<file path="src/rtl/sk_led_pkg.sv">
// sk_led_pkg: FSM state encoding and clock-cycle conversion helpers for sk_led_chain
package sk_led_pkg;

   typedef enum logic [1:0] {S_IDLE, S_LOAD, S_BIT, S_LATCH} state_t;

   function automatic int cyc(input int clk_hz, input int ns);
      return (clk_hz / 1000000) * ns / 1000;
   endfunction

   function automatic int ms_cyc(input int clk_hz, input int ms);
      return (clk_hz / 1000) * ms;
   endfunction

endpackage

</file>
<file path="src/rtl/sk_led_bit_timer.sv">
// sk_led_bit_timer: times one bit period and shapes the high/low level of the current bit
module sk_led_bit_timer
   import sk_led_pkg::*;
#(
   parameter int T0H  = 15,
   parameter int T1H  = 40,
   parameter int TBIT = 62
) (
   input  logic i_clk,
   input  logic i_rst_n,
   input  logic i_start,
   input  logic i_run,
   input  logic i_bit,
   output logic o_level,
   output logic o_bit_end
);

   localparam int CW = $clog2(TBIT);

   logic [CW-1:0] cnt_q, cnt_d;
   logic          last;

   // Bit counter: cleared by start, wraps at TBIT-1 so bits of one byte run back to back
   always_comb begin
      last      = cnt_q == CW'(TBIT - 1);
      cnt_d     = (i_start || !i_run || last) ? '0 : cnt_q + 1'b1;
      o_level   = i_run && (cnt_q < (i_bit ? CW'(T1H) : CW'(T0H)));
      o_bit_end = i_run && last;
   end

   // Counter register
   always_ff @(posedge i_clk or negedge i_rst_n)
      if (!i_rst_n) cnt_q <= '0;
      else          cnt_q <= cnt_d;

endmodule

</file>
<file path="src/rtl/sk_led_chain.sv">
// sk_led_chain: single-wire RGB/RGBW LED chain driver with a host-writable pixel memory
// Optional SK_LED_AUTO_REFRESH_EN: internal start every REFRESH_MS ms while idle
module sk_led_chain
   import sk_led_pkg::*;
#(
   parameter int LED_COUNT  = 8,
   parameter int CH_PER_LED = 3,
   parameter int ADDR_W     = 6,
   parameter int CLK_HZ     = 50000000,
   parameter int T0H_NS     = 300,
   parameter int T1H_NS     = 800,
   parameter int TBIT_NS    = 1250,
`ifdef SK_LED_AUTO_REFRESH_EN
   parameter int TRST_US    = 80,
   parameter int REFRESH_MS = 20
`else
   parameter int TRST_US    = 80
`endif
) (
   input  logic              i_clk,
   input  logic              i_rst_n,
   input  logic              i_wr_n,
   input  logic [ADDR_W-1:0] i_addr,
   input  logic [7:0]        i_data,
   output logic [7:0]        o_data,
   input  logic              i_start,
   output logic              o_busy,
   output logic              o_done,
   output logic              o_sk
);

   localparam int NBYTES = LED_COUNT * CH_PER_LED;
   localparam int IDX_W  = (NBYTES > 1) ? $clog2(NBYTES) : 1;
   localparam int T0H    = cyc(CLK_HZ, T0H_NS);
   localparam int T1H    = cyc(CLK_HZ, T1H_NS);
   localparam int TBIT   = cyc(CLK_HZ, TBIT_NS);
   localparam int TRST   = cyc(CLK_HZ, TRST_US * 1000);
   localparam int RW     = $clog2(TRST);
   localparam logic [ADDR_W:0]  NB_A     = NBYTES[ADDR_W:0];
   localparam logic [IDX_W-1:0] LAST_IDX = IDX_W'(NBYTES - 1);
   localparam logic [RW-1:0]    LAST_RST = RW'(TRST - 1);

   state_t           state_q, state_d;
   logic [7:0]       mem_q [NBYTES];
   logic [7:0]       mem_d [NBYTES];
   logic [7:0]       shift_q, shift_d;
   logic [2:0]       bit_idx_q, bit_idx_d;
   logic [IDX_W-1:0] byte_idx_q, byte_idx_d;
   logic [RW-1:0]    rst_cnt_q, rst_cnt_d;
   logic             busy_q, busy_d, done_q, done_d, pend_q, pend_d, sk_q, sk_d;
   logic             level, bit_end, start, in_range;
   logic [IDX_W-1:0] addr_idx;

   assign in_range = {1'b0, i_addr} < NB_A;
   assign addr_idx = i_addr[IDX_W-1:0];
   assign o_data   = in_range ? mem_q[addr_idx] : 8'h00;
   assign o_busy   = busy_q;
   assign o_done   = done_q;
   assign o_sk     = sk_q;

`ifdef SK_LED_AUTO_REFRESH_EN
   localparam int REF_CYC = ms_cyc(CLK_HZ, REFRESH_MS);
   localparam int FW      = $clog2(REF_CYC);

   logic [FW-1:0] ref_q, ref_d;
   logic          auto_start;

   // Refresh timer: free-runs only while idle and restarts whenever a frame starts
   always_comb begin
      auto_start = (state_q == S_IDLE) && (ref_q == FW'(REF_CYC - 1));
      ref_d      = (state_q != S_IDLE || i_start || auto_start) ? '0 : ref_q + 1'b1;
   end

   // Refresh timer register
   always_ff @(posedge i_clk or negedge i_rst_n)
      if (!i_rst_n) ref_q <= '0;
      else          ref_q <= ref_d;

   assign start = i_start || auto_start;
`else
   assign start = i_start;
`endif

   sk_led_bit_timer #(.T0H(T0H), .T1H(T1H), .TBIT(TBIT)) u_timer (
      .i_clk     (i_clk),
      .i_rst_n   (i_rst_n),
      .i_start   (state_q == S_LOAD),
      .i_run     (state_q == S_BIT),
      .i_bit     (shift_q[7]),
      .o_level   (level),
      .o_bit_end (bit_end)
   );

   // Pixel memory write port: in-range host writes land in any state
   always_comb begin
      mem_d = mem_q;
      if (!i_wr_n && in_range) mem_d[addr_idx] = i_data;
   end

   // Frame sequencer: walks bytes and bits, holds the latch gap, honours one queued restart
   always_comb begin
      state_d    = state_q;
      shift_d    = shift_q;
      bit_idx_d  = bit_idx_q;
      byte_idx_d = byte_idx_q;
      rst_cnt_d  = rst_cnt_q;
      busy_d     = busy_q;
      done_d     = 1'b0;
      pend_d     = pend_q || (busy_q && start);
      case (state_q)
         S_IDLE: if (start) begin
            state_d    = S_LOAD;
            busy_d     = 1'b1;
            byte_idx_d = '0;
         end
         S_LOAD: begin
            shift_d   = mem_q[byte_idx_q];
            bit_idx_d = 3'd7;
            state_d   = S_BIT;
         end
         S_BIT: if (bit_end) begin
            if (|bit_idx_q) begin
               shift_d   = shift_q << 1;
               bit_idx_d = bit_idx_q - 1'b1;
            end else if (byte_idx_q != LAST_IDX) begin
               byte_idx_d = byte_idx_q + 1'b1;
               state_d    = S_LOAD;
            end else begin
               rst_cnt_d = '0;
               state_d   = S_LATCH;
            end
         end
         default: begin
            rst_cnt_d = rst_cnt_q + 1'b1;
            if (rst_cnt_q == LAST_RST) begin
               done_d = 1'b1;
               if (pend_q || start) begin
                  pend_d     = 1'b0;
                  byte_idx_d = '0;
                  state_d    = S_LOAD;
               end else begin
                  busy_d  = 1'b0;
                  state_d = S_IDLE;
               end
            end
         end
      endcase
      sk_d = (state_q == S_BIT) && level;
   end

   // State, datapath and pixel memory registers
   always_ff @(posedge i_clk or negedge i_rst_n)
      if (!i_rst_n) begin
         state_q    <= S_IDLE;
         mem_q      <= '{default: 8'h00};
         shift_q    <= '0;
         bit_idx_q  <= '0;
         byte_idx_q <= '0;
         rst_cnt_q  <= '0;
         busy_q     <= 1'b0;
         done_q     <= 1'b0;
         pend_q     <= 1'b0;
         sk_q       <= 1'b0;
      end else begin
         state_q    <= state_d;
         mem_q      <= mem_d;
         shift_q    <= shift_d;
         bit_idx_q  <= bit_idx_d;
         byte_idx_q <= byte_idx_d;
         rst_cnt_q  <= rst_cnt_d;
         busy_q     <= busy_d;
         done_q     <= done_d;
         pend_q     <= pend_d;
         sk_q       <= sk_d;
      end

endmodule

</file>
<file path="config.mk">
export PLATFORM = sky130hd
export DESIGN_NAME = sk_led_chain
export DESIGN_NICKNAME = d
export VERILOG_FILES = /design/src/rtl/sk_led_pkg.sv /design/src/rtl/sk_led_bit_timer.sv /design/src/rtl/sk_led_chain.sv
export SDC_FILE = /design/constraint.sdc
export NUM_CORES = 1
export LEC_CHECK = 0
export ABC_AREA = 1
export CORE_AREA = 5 5 179 181
export CTS_BUF_LIST = sky130_fd_sc_hd__clkbuf_4 sky130_fd_sc_hd__clkbuf_8
export DETAILED_ROUTE_END_ITERATION = 8
export DIE_AREA = 0 0 184 186
export MAX_ROUTING_LAYER = met4
export SYNTH_ARGS = -nofsm -noshare
export SYNTH_HDL_FRONTEND = slang
export SYNTH_HIERARCHICAL = 1
export SYNTH_SLANG_ARGS = --single-unit
</file>
<file path="constraint.sdc">
create_clock -name i_clk -period 2.97 [get_ports i_clk]
set_input_delay 0.594 -clock i_clk [delete_from_list [all_inputs] [get_ports i_clk]]
set_output_delay 0.594 -clock i_clk [all_outputs]
set_load 0.02 [all_outputs]
</file>
==> results of run 1 <==
## Yosys cell counts (all sizes together)
cell / n / area [um2]
buf: 52 / 402
dfrtp: 232 / 5810
nor3: 10 / 50.1
nand3: 153 / 771
o22ai: 44 / 275
a21oi: 25 / 129
o31ai: 6 / 45.0
nor3b: 1 / 7.51
a31oi: 1 / 6.26
nand4: 3 / 18.8
o21ai: 280 / 1500
clkinv: 1 / 3.75
clkbuf: 55 / 209
a32o: 1 / 10.0
o211ai: 10 / 75.1
ha: 14 / 175
or2: 9 / 58.8
nor2: 107 / 477
nand2: 580 / 2310
xor2: 7 / 61.3
inv: 219 / 822
xnor2: 1 / 8.76
a22oi: 18 / 135
## cell families after synthesis
logic type,synth area share
AND/OR/NAND/NOR,0.276
AO/OA/AOI/OAI,0.163
buffers and inverters,0.108
flip-flops,0.435
adder cells (fa/ha/maj),0.0131
XOR/XNOR,0.00525
## worst paths after layout
check                                           from                endpoint  slack [ns]  cells past startpoint
max                                        i_addr[0]               o_data[2]        0.07                     10
max reg2reg                byte_idx_q[1]$_DFFE_PN0P_  shift_q[1]$_DFFE_PN0P_        0.75                     10
min                                          i_rst_n  mem_q[104]$_DFFE_PN0P_        0.05                      1
max in group asynchronous                    i_rst_n    mem_q[9]$_DFFE_PN0P_        2.16                      2
min reg2reg                   shift_q[3]$_DFFE_PN0P_  shift_q[3]$_DFFE_PN0P_        0.48                      2
min in group i_clk            shift_q[3]$_DFFE_PN0P_  shift_q[3]$_DFFE_PN0P_        0.48                      2
## area by class of cell
| type | instances | area, um2 | share of cell area |
|---|---|---|---|
| sequential | 232 | 5810 | 0.378 |
| tap | 396 | 495 | 0.0323 |
| clock buffer | 72 | 910 | 0.0593 |
| clock inverter | 8 | 77.6 | 0.00505 |
| timing repair buffer | 110 | 1040 | 0.0681 |
| multi-input combinational | 1270 | 6180 | 0.402 |
| inverter | 220 | 831 | 0.0541 |
| timing repair inverter | 1 | 7.51 | 0.000489 |
## power by group through the flow
stage | combinational (mW) | clock (mW) | sequential (mW)
finish | 1.12 | 3.45 | 3.65
global route | 1.26 | 3.69 | 3.68
CTS | 1.11 | 3.53 | 3.65
detailed placement | 1.10 | 0 | 3.70
global placement | 1.08 | 0 | 3.69
floorplan | 0.693 | 0 | 3.64
## through the flow
stage	worst slack [ns]	area, um2	hold slack (ns)
2_1_floorplan	0.464	13400	0.298
3_3_place_gp	-0.763	14300	0.463
3_5_place_dp	-0.803	14300	0.473
4_1_cts	0.0151	15300	0.0627
5_1_grt	0.00310	15400	0.0953
6_report	0.0738	15400	0.0502
## worst max-delay path, stage by stage
cell and delay, ns:
clkdlybuf4s15_1 0.24, inv_1 0.11, nand2_2 0.10, buf_4 0.23, o22ai_1 0.12, o21ai_0 0.25, nand2_1 0.21, nor2_1 0.18
a21oi_2 0.08, buf_4 0.17
## sequential cells by signal, summed over array words and instances (netlist names)
signal and count:
bit_idx_q 3, byte_idx_q 5, mem_q 192, o_busy 1
o_done 1, o_sk 1, pend_q 1, rst_cnt_q 12
shift_q 8, state_q 2, u_timer/cnt_q 6
## placed cells by master, fill, tap and decap left out, types with 8 or more instances in the layout
master,instances
a21oi_1,16
clkbuf_8,59
inv_1,214
ha_1,14
or2_2,8
o21ai_1,172
clkdlybuf4s50_1,14
dfrtp_1,230
nand3_1,152
clkbuf_4,13
nand2_4,12
nor2_1,99
a21oi_2,9
o21ai_0,81
o22ai_1,44
nand2_1,551
buf_4,75
buf_12,12
a22oi_1,18
o211ai_1,10
o21ai_2,27
nand2_2,17
## layer usage
| metal | track usage | wire length [um] | up-vias |
|---|---|---|---|
| li1 | - | - | 5993 |
| met1 | 0.335 | 18100 | 5794 |
| met2 | 0.383 | 18600 | 497 |
| met3 | 0.0455 | 3280 | 127 |
| met4 | 0.114 | 2020 | 0 |
| met5 | - | 0 | - |
## repair_timing
item / in CTS / in global routing
cloned: 1 / 1
gates resized for setup: 58 / 8
endpoints found under the setup margin: 8 / 8
buffers inserted: 3 / 1
pin swaps: 5 / 5
endpoints found under the hold margin: 0 / 0
==> out/results.ini, run 1 <==
[status]
status=finished, final reports clean

[routing]
wl_per_cell_um=18.2
ant_nets=0
avgViaCountPerCell=5.38
first_iter_violations=1307
dr.pass1.iters=6
drc=0
wl_mm=42.0
vias=12400

[timing]
max_freq_ghz=0.345
worst_pin_slew_ns=0.778
hold_violations=0
final-max-slew-violation-count=0
setup_violations=0
max-slew-margin-rel=0.478
finalCritPeriodShare=0.975
skew_ns=0.0145
fin_crit_ns=2.90
timing.setup.tns_ns=0
grt_setup_unrepaired=no

[cts]
clockRootBuffer=clkbuf_8
clock_latency_ns=0.57
cts_inserted_buffers=44
clkTransAtPathRegs_ns=0.06
cts_tree=yes
ctsHoldBuffers=0
max-clock-path-buffers=3
cts.sinks=232
htreeDepth=2

[floorplanning]
die_h_um=186
die_w_um=184
dieArea_mm2=0.0342
initial_core_util=0.441
rows=64
core_mm2=0.0303
io_pins=29

[worst_setup_path]
start_kind=input port
arrival_ns=2.30
crit_required_ns=2.38
critPathCaptureType=output port
crit_fanout=9
path_class=in -> out

[grt]
grt_pass1_vias=11900
antenna_found_initial=0
gr-usage-all-layers=0.253
grt-ovfl-total=0
grt_max_degree=84
grt_pass1_wl_mm=66.5

[placed_design]
port_buffers=28
dpl.hpwl_mm=28.1
gp_congestion=0.934
dp.cells=2223

[power]
p_sw_frac=0.282
p_comb_frac=0.136
pwr-share-seq=0.444
p_clk_frac=0.420
peakVddDrop_mv=0.320
power_density_mw_per_mm2=535
power.leakage_nw=7.46
intPower_mw=5.90
p_switching_mw=2.32
power_mw=8.22

[synth]
synth_area_mm2=0.0134
ys_seq_elements=232
postSynthAreaPerCell_um2=7.30
ys_types=36
syn-num-nets=1861
yosys_warnings=6
ys_seq_area_frac=0.435
syn_inst=1829

[final_layout]
drive_gt1_frac=0.140
nFillCells=3003
final_util=0.507
nets=1911
area_growth_pct=14.9
final_cells=2309
n_antenna_cell=0

[hold_path]
min_path_type=in -> async

[flow_run]
cap_violations=0

(Power assumes the default switching activity.)
==> run 2: changes to the inputs <==
==> constraint.sdc (replaced) <==
create_clock -name i_clk -period 2.8 [get_ports i_clk]
set_input_delay 0.56 -clock i_clk [delete_from_list [all_inputs] [get_ports i_clk]]
set_output_delay 0.56 -clock i_clk [all_outputs]
set_load 0.02 [all_outputs]
==> out/results.ini, run 2 (synthesis gave the netlist of run 1 again) <==
[final_layout]
layout_commonest_cell=nand2_1
top_register=mem_q
drive_gt1_frac=0.141
final_cells=2302
nets=1909
area_growth_pct=14.4
reg_top3=mem_q x192, rst_cnt_q x12, shift_q x8
largest_register_ffs=192
n_antenna_cell=0
final_cell_mix=545 x nand2_1, 230 x dfrtp_1, 213 x inv_1

[floorplanning]
die_h_um=186
rows=64
initial_core_util=0.441
core_mm2=0.0303
io_pins=29
dieArea_mm2=0.0342
die_w_um=184

[power]
power.leakage_nw=7.41
peakVddDrop_mv=0.357
power_density_mw_per_mm2=564

[timing]
fin_ws_ns=0.0342
max-slew-margin-rel=0.323
grt_setup_unrepaired=no
fin_crit_ns=2.77
worst_pin_slew_ns=1.01
finalCritPeriodShare=0.988
setup_violations=0
skew_ns=0.0214
max_freq_ghz=0.362
final-max-slew-violation-count=0
hold_violations=0

[routing]
dr.pass1.iters=5
ant_nets=0
vias=12300
avgViaCountPerCell=5.36
first_iter_violations=988
wl_per_cell_um=17.9
drc=0
wl_mm=41.3

[worst_setup_path]
arrival_ns=2.21
crit_required_ns=2.24
critPathTopFamily=buffers and inverters
ff2ff_path_depth=9
crit_fanout=7
path_depth=12
slowest_stage=nor2_4
path_class=in -> out
cpPeakStageDelay_ns=0.26
start_kind=input port
critPathCaptureType=output port
path_buf_inv=5
path_cells=buf_2 > buf_4 > nor2_4 > buf_12 > buf_4 > a22oi_1 > nand2_1 > nand2_1 > nand2_1 > nor2_2 > a21oi_2 > buf_4

[cts]
htreeDepth=2
clkTransAtPathRegs_ns=0.06
clock_latency_ns=0.58
cts.sinks=232
cts_tree=yes
clockRootBuffer=clkbuf_8
max-clock-path-buffers=3
cts_inserted_buffers=44

[hold_path]
min_path_type=reg -> reg
whs_path_depth=2

[placed_design]
dpl.hpwl_mm=27.7
gp_congestion=0.889
port_buffers=28
place_ws_ns=-0.814
dp.cells=2220

[grt]
gr-usage-all-layers=0.250
grt_pass1_wl_mm=65.4
antenna_found_initial=0
grt-ovfl-total=0
grt_max_degree=71
grt_pass1_vias=11800

[flow_run]
cap_violations=0

[status]
status=finished, final reports clean

[run 2: cell types whose count changed in the layout (fill, tap and decap cells not counted), moves of 3 or more]
cell / before / now
clkbuf_4: 13 / 9
buf_4: 75 / 72
nand2_1: 551 / 545
nand2_2: 17 / 23
buf_2: 1 / 4
nor2_2: 2 / 5
o21ai_0: 81 / 78
[run 2: path summary, 6_finish.rpt]
path	from	endpoint	slack [ns]
min in group asynchronous	i_rst_n	mem_q[113]$_DFFE_PN0P_	0.56
max in group asynchronous	i_rst_n	mem_q[143]$_DFFE_PN0P_	1.49
worst min register to register	shift_q[2]$_DFFE_PN0P_	shift_q[2]$_DFFE_PN0P_	0.48
worst max register to register	state_q[0]$_DFFE_PN0P_	shift_q[5]$_DFFE_PN0P_	0.50
worst min-delay path	shift_q[2]$_DFFE_PN0P_	shift_q[2]$_DFFE_PN0P_	0.48
worst max-delay path	i_addr[1]	o_data[6]	0.03
[run 2: power breakdown]
part / switching [mW] / internal (mW) / total (mW)
logic: 0.725 / 0.435 / 1.16
clock network: 1.48 / 2.10 / 3.59
registers: 0.204 / 3.66 / 3.87
[run 2: cell type report]
cell class | count | area [um2]
inverters | 220 | 828
clock buffers | 69 | 893
well taps | 396 | 495
flip-flops and latches | 232 | 5810
repair buffers | 109 | 1000
clock inverters | 6 | 60.1
multi-input cells | 1270 | 6190
fillers | 2989 | 15000
[run 2: per-layer routing]
layer  up-vias  routed length, um  track usage
met5         -                  0            -
met4         0               1500       0.0955
met3        94               2600       0.0399
met2       397              18800        0.383
met1      5864              18400        0.335
li1       5978                  -            -
[run 2: through the flow]
step	util	total power [mW]	hold slack, ns	TNS (ns)	cell area (um2)
after global placement	0.470	5.04	0.464	-7.53	14200
after CTS	0.502	8.69	0.483	0	15200
final	0.505	8.61	0.479	0	15300
after floorplan	-	4.59	0.264	0	13400
after detailed placement	0.470	5.06	0.466	-11.98	14200
after global routing	0.505	9.06	0.502	0	15300
[run 2: what timing repair did]
action / CTS / global route
gates cloned: 0 / 1
endpoints found under the setup margin: 8 / 6
gates resized for setup: 56 / 25
pin swaps: 5 / 4
hold buffers: 1 / 0
hold endpoints to repair: 66 / 0
buffers inserted: 4 / 1
[run 2: worst min-delay path: stages, from the launching register on]
cell and delay, ns:
dfrtp_1 0.34, nand2_1 0.05, nand2_1 0.06
==> run 3: changes to the inputs <==
--- a/config.mk
+++ b/config.mk
@@ -11,6 +11,7 @@
 export DETAILED_ROUTE_END_ITERATION = 8
 export DIE_AREA = 0 0 184 186
 export MAX_ROUTING_LAYER = met4
+export SETUP_SLACK_MARGIN = 0.3
 export SYNTH_ARGS = -nofsm -noshare
 export SYNTH_HDL_FRONTEND = slang
 export SYNTH_HIERARCHICAL = 1
==> out/results.ini, run 3 (synthesis gave the netlist of run 1 again) <==
[worst_setup_path]
critPathCaptureType=output port
start_kind=input port
path_cells=buf_8 > buf_6 > nor2_4 > buf_12 > buf_12 > buf_8 > a22oi_1 > nand2_1 > nand2_1 > nand2_2 > nor2_4 > a21oi_2 > buf_4
critPathTopFamily=buffers and inverters
cpPeakStageDelay_ns=0.16
path_class=in -> out
crit_required_ns=2.24
slowest_stage=a21oi_2
crit_fanout=8
path_buf_inv=6
arrival_ns=2.01

[routing]
dr.pass1.iters=8
drc=0
wl_mm=42.1
ant_nets=0
avgViaCountPerCell=5.40
first_iter_violations=949
vias=12500
wl_per_cell_um=18.2

[timing]
holdWs_ns=0.480
finalCritPeriodShare=0.919
max-slew-margin-rel=0.324
max_freq_ghz=0.389
skew_ns=0.0226
fin_crit_ns=2.57
hold_violations=0
fin_ws_ns=0.226
setup_violations=0
worst_pin_slew_ns=1.01
timing.setup.tns_ns=0
grt_setup_unrepaired=yes
final-max-slew-violation-count=0

[final_layout]
layout_commonest_cell=nand2_1
reg_top3=mem_q x192, rst_cnt_q x12, shift_q x8
top_register=mem_q
largest_register_ffs=192
area_growth_pct=16.4
final_cells=2310
final_cell_mix=542 x nand2_1, 230 x dfrtp_1, 210 x inv_1
stdcell_area_mm2=0.0155
nets=1917
n_antenna_cell=0
drive_gt1_frac=0.157
nFillCells=2969
final_util=0.514

[hold_path]
min_path_type=reg -> reg

[power]
power.leakage_nw=7.50
power_density_mw_per_mm2=558
peakVddDrop_mv=0.360
power_mw=8.68

[floorplanning]
die_h_um=186
core_mm2=0.0303
dieArea_mm2=0.0342
initial_core_util=0.441
rows=64
io_pins=29
die_w_um=184

[cts]
cts.sinks=232
max-clock-path-buffers=3
htreeDepth=2
clockRootBuffer=clkbuf_8
cts_inserted_buffers=44
clock_latency_ns=0.58
clkTransAtPathRegs_ns=0.06
cts_tree=yes

[grt]
grt_max_degree=71
gr-usage-all-layers=0.253
grt-ovfl-total=0
grt_pass1_wl_mm=66.1
antenna_found_initial=0
grt_pass1_vias=11900

[placed_design]
port_buffers=28
place_ws_ns=-0.814
place_area_mm2=0.0142
gp_congestion=0.889
dp.cells=2220
dpl.hpwl_mm=27.7

[status]
status=finished, final reports clean

[flow_run]
cap_violations=0

run 3: routing by layer:
metal | routed length (um) | part of all wire | global-route usage | vias to the layer above
li1 | - | - | - | 6004
met2 | 18900 | 0.45 | 0.384 | 441
met4 | 1690 | 0.040 | 0.103 | 0
met3 | 2750 | 0.065 | 0.0428 | 115
met5 | 0 | 0 | - | -
met1 | 18800 | 0.45 | 0.339 | 5922
run 3: layout make-up:
type                    instances  area [um2]  area share
clock buffers                  69         893      0.0575
clock inverters                 6        60.1     0.00386
inverters                     220         831      0.0534
multi-input cells            1270        6270       0.404
flip-flops and latches        232        5810       0.374
well taps                     396         495      0.0319
repair buffers                117        1180      0.0761
run 3: what timing repair did:
| item | CTS | global route |
|---|---|---|
| setup buffers | 7 | 2 |
| setup endpoints to repair | 8 | 19 |
| hold buffers | 1 | 0 |
| gates resized for setup | 122 | 30 |
| hold endpoints to repair | 66 | 0 |
| gates cloned | 3 | 2 |
| pin swaps | 19 | 25 |
run 3: report_power, final:
group	switching [mW]	total, mW	internal, mW
logic	0.743	1.21	0.464
registers	0.208	3.87	3.66
clock network	1.50	3.60	2.10
total	2.45	8.68	6.23
run 3: tightest hold or removal path, stage by stage (launching register included):
cell     delay [ns]
dfrtp_1        0.34
nand2_1        0.05
nand2_1        0.06
run 3: worst paths after layout:
kind	depth (start not counted)	end	slack, ns	from
worst max-delay path	13	o_data[6]	0.23	i_addr[1]
worst min-delay path	2	shift_q[2]$_DFFE_PN0P_	0.48	shift_q[2]$_DFFE_PN0P_
worst max register to register	10	shift_q[2]$_DFFE_PN0P_	0.56	byte_idx_q[1]$_DFFE_PN0P_
worst min register to register	2	shift_q[2]$_DFFE_PN0P_	0.48	shift_q[2]$_DFFE_PN0P_
max in group asynchronous	3	mem_q[143]$_DFFE_PN0P_	1.48	i_rst_n
min in group asynchronous	2	mem_q[96]$_DFFE_PN0P_	0.56	i_rst_n
